### src/rtl/game_round_fsm.sv
// game_round_fsm
//   Round sequencer for a target/torpedo game. A round loads both sprites,
//   lets the player aim while the target moves, fires the torpedo on
//   launch_key, then waits for a hit or for either sprite to leave the
//   screen. The result is held for END_CYCLES cycles before the next round.
//
// Ports
//   clk                    single clock, rising edge
//   rst                    synchronous active-high reset
//   launch_key             fire request (level, already synchronised)
//   collision              target/torpedo overlap
//   target_within_screen   target sprite still visible
//   torpedo_within_screen  torpedo sprite still visible
//   target_write_xy/dxy    target sprite load strobes
//   torpedo_write_xy/dxy   torpedo sprite load strobes
//   target_enable_update   target motion enable
//   torpedo_enable_update  torpedo motion enable
//   round_won/round_lost   result flags
//   score                  rounds won, saturating
//
// state    | meaning
// ---------+-----------------------------------------------------------
// IDLE     | one cycle after reset, everything off
// START    | load target position/velocity and stationary torpedo
// AIM      | target moving, waiting for launch_key
// LAUNCH   | one cycle: give the torpedo its velocity
// SHOOT    | both sprites moving, waiting for hit or out-of-screen
// END_WON  | hit: hold round_won for END_CYCLES cycles
// END_LOST | miss: hold round_lost for END_CYCLES cycles

module game_round_fsm #(
  parameter int END_CYCLES  = 50_000_000,
  parameter int SCORE_WIDTH = 4
) (
  input  logic                   clk,
  input  logic                   rst,
  input  logic                   launch_key,
  input  logic                   collision,
  input  logic                   target_within_screen,
  input  logic                   torpedo_within_screen,
  output logic                   target_write_xy,
  output logic                   target_write_dxy,
  output logic                   torpedo_write_xy,
  output logic                   torpedo_write_dxy,
  output logic                   target_enable_update,
  output logic                   torpedo_enable_update,
  output logic                   round_won,
  output logic                   round_lost,
  output logic [SCORE_WIDTH-1:0] score
);

  // A one-cycle end phase still needs a 1-bit timer to keep the logic legal.
  localparam int TW = (END_CYCLES > 1) ? $clog2(END_CYCLES) : 1;
  localparam logic [TW-1:0] END_LAST = TW'(END_CYCLES - 1);
  localparam logic [SCORE_WIDTH-1:0] SCORE_MAX = {SCORE_WIDTH{1'b1}};

  typedef enum logic [2:0] {
    IDLE     = 3'd0,
    START    = 3'd1,
    AIM      = 3'd2,
    LAUNCH   = 3'd3,
    SHOOT    = 3'd4,
    END_WON  = 3'd5,
    END_LOST = 3'd6
  } state_t;

  state_t                 state_q, state_d;
  logic [TW-1:0]          end_cnt_q, end_cnt_d;
  logic [SCORE_WIDTH-1:0] score_q, score_d;

  always_ff @(posedge clk) begin
    if (rst) begin
      state_q   <= IDLE;
      end_cnt_q <= '0;
      score_q   <= '0;
    end else begin
      state_q   <= state_d;
      end_cnt_q <= end_cnt_d;
      score_q   <= score_d;
    end
  end

  always_comb begin
    state_d   = state_q;
    end_cnt_d = end_cnt_q;
    score_d   = score_q;
    unique case (state_q)
      IDLE:   state_d = START;
      START:  state_d = AIM;
      AIM: begin
        // Losing the target takes precedence over a fire request.
        if (!target_within_screen) begin
          state_d   = END_LOST;
          end_cnt_d = '0;
        end else if (launch_key) begin
          state_d = LAUNCH;
        end
      end
      LAUNCH: state_d = SHOOT;
      SHOOT: begin
        // A hit counts even if a sprite leaves the screen in the same cycle.
        if (collision) begin
          state_d   = END_WON;
          end_cnt_d = '0;
          if (score_q != SCORE_MAX) score_d = score_q + SCORE_WIDTH'(1);
        end else if (!target_within_screen || !torpedo_within_screen) begin
          state_d   = END_LOST;
          end_cnt_d = '0;
        end
      end
      END_WON, END_LOST: begin
        if (end_cnt_q == END_LAST) begin
          state_d   = START;
          end_cnt_d = '0;
        end else begin
          end_cnt_d = end_cnt_q + TW'(1);
        end
      end
      default: state_d = IDLE;
    endcase
  end

  // Moore decode: outputs depend only on the registered state.
  always_comb begin
    target_write_xy       = 1'b0;
    target_write_dxy      = 1'b0;
    torpedo_write_xy      = 1'b0;
    torpedo_write_dxy     = 1'b0;
    target_enable_update  = 1'b0;
    torpedo_enable_update = 1'b0;
    round_won             = 1'b0;
    round_lost            = 1'b0;
    unique case (state_q)
      START: begin
        target_write_xy  = 1'b1;
        target_write_dxy = 1'b1;
        torpedo_write_xy = 1'b1;
      end
      AIM: target_enable_update = 1'b1;
      LAUNCH: begin
        torpedo_write_dxy    = 1'b1;
        target_enable_update = 1'b1;
      end
      SHOOT: begin
        target_enable_update  = 1'b1;
        torpedo_enable_update = 1'b1;
      end
      END_WON:  round_won  = 1'b1;
      END_LOST: round_lost = 1'b1;
      default: ;
    endcase
  end

  assign score = score_q;

endmodule

### config.mk
export PLATFORM = sky130hd
export DESIGN_NAME = game_round_fsm
export DESIGN_NICKNAME = d
export VERILOG_FILES = /design/src/rtl/game_round_fsm.sv
export SDC_FILE = /design/constraint.sdc
export NUM_CORES = 1
export LEC_CHECK = 0
export ABC_AREA = 1
export ABC_CLOCK_PERIOD_IN_PS = 4110
export CAP_MARGIN = 30
export CORE_AREA = 2 2 87 89
export CTS_BUF_LIST = sky130_fd_sc_hd__clkbuf_8
export DETAILED_ROUTE_END_ITERATION = 12
export DIE_AREA = 0 0 89 91
export MAX_ROUTING_LAYER = met4
export PLACE_DENSITY = 0.53
export SYNTH_ARGS = -nofsm -noshare
export SYNTH_HDL_FRONTEND = slang
export SYNTH_SLANG_ARGS = --single-unit
### constraint.sdc
create_clock -name clk -period 4.11 [get_ports clk]
set_clock_uncertainty 0.15 [all_clocks]
set_input_delay 0.411 -clock clk [delete_from_list [all_inputs] [get_ports clk]]
set_output_delay 0.411 -clock clk [all_outputs]
set_load 0.05 [all_outputs]
==> flow_metrics.tcl <==
set metrics [dict create \
    via_per_inst 4.356 \
    row_count 31 \
    clock_latency_on_the_worst_skew_pair_ns 0.29 \
    synth_largest_type_area_fraction_pct 31.69 \
    critical-path-slowest-cell "sky130_fd_sc_hd__clkdlybuf4s50_1" \
    clkSinkCount 33 \
    syn-instance-count 316 \
    hold_depth 2 \
    fin_crit_ns 2.480 \
    postRouteAntennaNets 0 \
    drtIter0Drc 104 \
    fin_nets 341 \
    report.power.total_mw 1.193 \
    seqCellArea_sq_um 660.6 \
    postCtsResizedCells 0 \
    report.final.setup_viol 0 \
    grt-ovfl-total 0 \
    post_drt_wl_per_cell_microns 10.54 \
    io_pins 18 \
    crit_path_end_kind "primary output" \
    antennaDiodeCount 0 \
    synth_enable_flop_cells 0 \
    detailed_place_hpwl_microns 3358 \
    maxCapViolations 0 \
    post-synth-top-area-cell "sky130_fd_sc_hd__dfxtp_1" \
    path_cells "nand2_1 > nor2_1 > inv_1 > nand3_1 > clkdlybuf4s50_1" \
    worstSetupPathType "register to primary output" \
    post_synth_instance_area_sq_mm 0.002084 \
    netlist_top_cells_count "77 x sky130_fd_sc_hd__nand2_1, 49 x sky130_fd_sc_hd__nor2_1, 38 x sky130_fd_sc_hd__inv_1, 33 x sky130_fd_sc_hd__dfxtp_1, 25 x sky130_fd_sc_hd__nand3_1" \
    yosys.cell_count.top_type "sky130_fd_sc_hd__nand2_1" \
    post_route_cells_drive_above_1_share_pct 9.610 \
    remaining_drc_errors 0 \
    synth_ff_type "sky130_fd_sc_hd__dfxtp_1" \
    maxSlewViolCount 0 \
    min-delay-path-class "register to register" \
    post-place-cells 425 \
    cts.hold.buffers_added 0 \
    groute.usage.overall_pct 12.64 \
    finalCritPeriodShare_pct 60.35 \
    grt_max_degree 28 \
    die-width_microns 89 \
    ys_warn_count 0 \
    worst_r2r_path_depth 8 \
    via_count_of_the_first_global_routing_pass 1718 \
    synthDistinctLibCells 29 \
    max_clock_freq_ghz 0.4032 \
    route.final.wire_length_microns 4555 \
    ys_seq_area_share_pct 31.69 \
    max_stage_delay_ns 0.80 \
    setup_total_negative_slack_ns 0 \
    routed-via-count 1882 \
    critical_path_arrival_ns 1.92 \
    ys_seq_elements 33 \
    cts_root_buffer "sky130_fd_sc_hd__clkbuf_8" \
    slew-limit-headroom_pct 66.68 \
    post_synth_arst_share_pct 0 \
    synth.net_count 324 \
    irDropWorstVdd_v 0.0001630 \
    die_y_microns 91 \
    setup_repair_after_global_routing_missed_its_margin "no" \
    tritoncts "done" \
    grt_first_pass_wirelength_microns 8004 \
    grt_antenna_before_repair 0 \
    detail_route.first_pass.iterations 4 \
    worst-slew-pin-transition_ns 0.4982 \
    start_util_pct 29.21 \
    clk_pin_slew_ns 0.07 \
    final_cell_count_no_fill 432 \
    clockBufferDepth 2 \
    synthToLayoutAreaGrowth_pct 14.95 \
    cts_htree_levels 2 \
    pd_cells_mw_per_mm2 497.9 \
    crit_required_ns 3.55 \
    leakagePower_nw 0.8352 \
    synth_area_per_cell_sq_um 6.597 \
    status "finished clean" \
    cts_made_buffers 5 \
    biggest_area_contributors_in_the_synthesized_netlist "sky130_fd_sc_hd__dfxtp_1 32%, sky130_fd_sc_hd__nand2_1 14%, sky130_fd_sc_hd__nor2_1 8.8%, sky130_fd_sc_hd__inv_1 6.8%, sky130_fd_sc_hd__nand3_1 6.0%" \
    gpl_wtd_cong 0.7943 \
    post-cts-setup-buffer-count 0 \
    hold_viol_final 0 \
    crit_fanout 8 \
    die_area_sq_mm 0.008099 \
    coreArea_sq_mm 0.007137 \
    io_buffers 17 \
    layout.filler_cells 796 \
    worstSetupStartpointType "register" \
    multi_input_comb_area_sq_mm 0.001205 \
]
[worst paths after layout]
path / start / endpoint / slack (ns)
worst min register to register: end_cnt_q[25] / end_cnt_q[25] / 0.33
worst max register to register: end_cnt_q[0] / end_cnt_q[16] / 2.03
worst max-delay path: state_q[1] / target_enable_update / 1.63
worst min-delay path: end_cnt_q[25] / end_cnt_q[25] / 0.33
[layer usage]
layer / GRT usage [%] / part of all wire (%) / wire length, microns
met5: - / 0 / 0
met3: 2.182 / 1.6 / 75
met1: 17.86 / 53 / 2416
met4: 4.478 / 1.8 / 80
met2: 18.03 / 44 / 1982
[stage by stage]
step / util (%) / setup WS (ns) / hold slack (ns) / area [sq um]
global placement: 32.36 / 1.950 / 0.3217 / 2310
CTS: 33.57 / 1.614 / 0.3316 / 2396
global route: 33.57 / 1.517 / 0.3657 / 2396
floorplan: - / 1.859 / 0.3043 / 2085
detailed placement: 32.36 / 1.905 / 0.3226 / 2310
finish: 33.57 / 1.630 / 0.3285 / 2396
[layout make-up]
type,count,share of cell area [%]
Inverter,40,6.266
Sequential cell,33,27.57
Timing Repair Buffer,17,7.102
Clock inverter,1,0.1567
Multi-Input combinational cell,236,50.29
Tap cell,99,5.170
Clock buffer,6,3.446
[worst max-delay path: cells and delay by family (launching register included)]
family | cells | cell delay, ns
buf+inv | 2 | 0.86
simple gates | 3 | 0.30
flops | 1 | 0.48
[power by group]
group          leakage [nW]  switching [mW]  internal [mW]
Combinational         0.520           0.403          0.165
Clock                0.0485           0.122          0.131
Sequential            0.266          0.0321          0.340
[placed cells by master (no fill, tap or decap), types with 3 or more instances in the layout]
cell type,count
sky130_fd_sc_hd__nor2_1,49
sky130_fd_sc_hd__a21oi_1,14
sky130_fd_sc_hd__clkdlybuf4s50_1,17
sky130_fd_sc_hd__xor2_1,12
sky130_fd_sc_hd__nand4_1,12
sky130_fd_sc_hd__dfxtp_1,33
sky130_fd_sc_hd__nor2_2,12
sky130_fd_sc_hd__nand2_1,77
sky130_fd_sc_hd__nor3_1,7
sky130_fd_sc_hd__o21ai_0,9
sky130_fd_sc_hd__nand2_2,3
sky130_fd_sc_hd__nand3_1,25
sky130_fd_sc_hd__inv_1,39
sky130_fd_sc_hd__clkbuf_8,6
[flip-flops by register name, summed over array words and instances (netlist names)]
signal     cells
end_cnt_q     26
score          4
state_q        3
[kinds of logic (layout without fill, tap and decap cells)]
kind of cell / after synthesis / after routing / share of synthesized area (%)
AO/OA/AOI/OAI: 28 / 28 / 7.743
AND/OR/NAND/NOR: 194 / 194 / 43.82
XOR/XNOR: 12 / 12 / 5.042
flip-flops: 33 / 33 / 31.69
buffers and inverters: 47 / 64 / 10.50
adder cells (fa/ha/maj): 2 / 2 / 1.200
No activity file was read; power rests on OpenSTA's default activity.
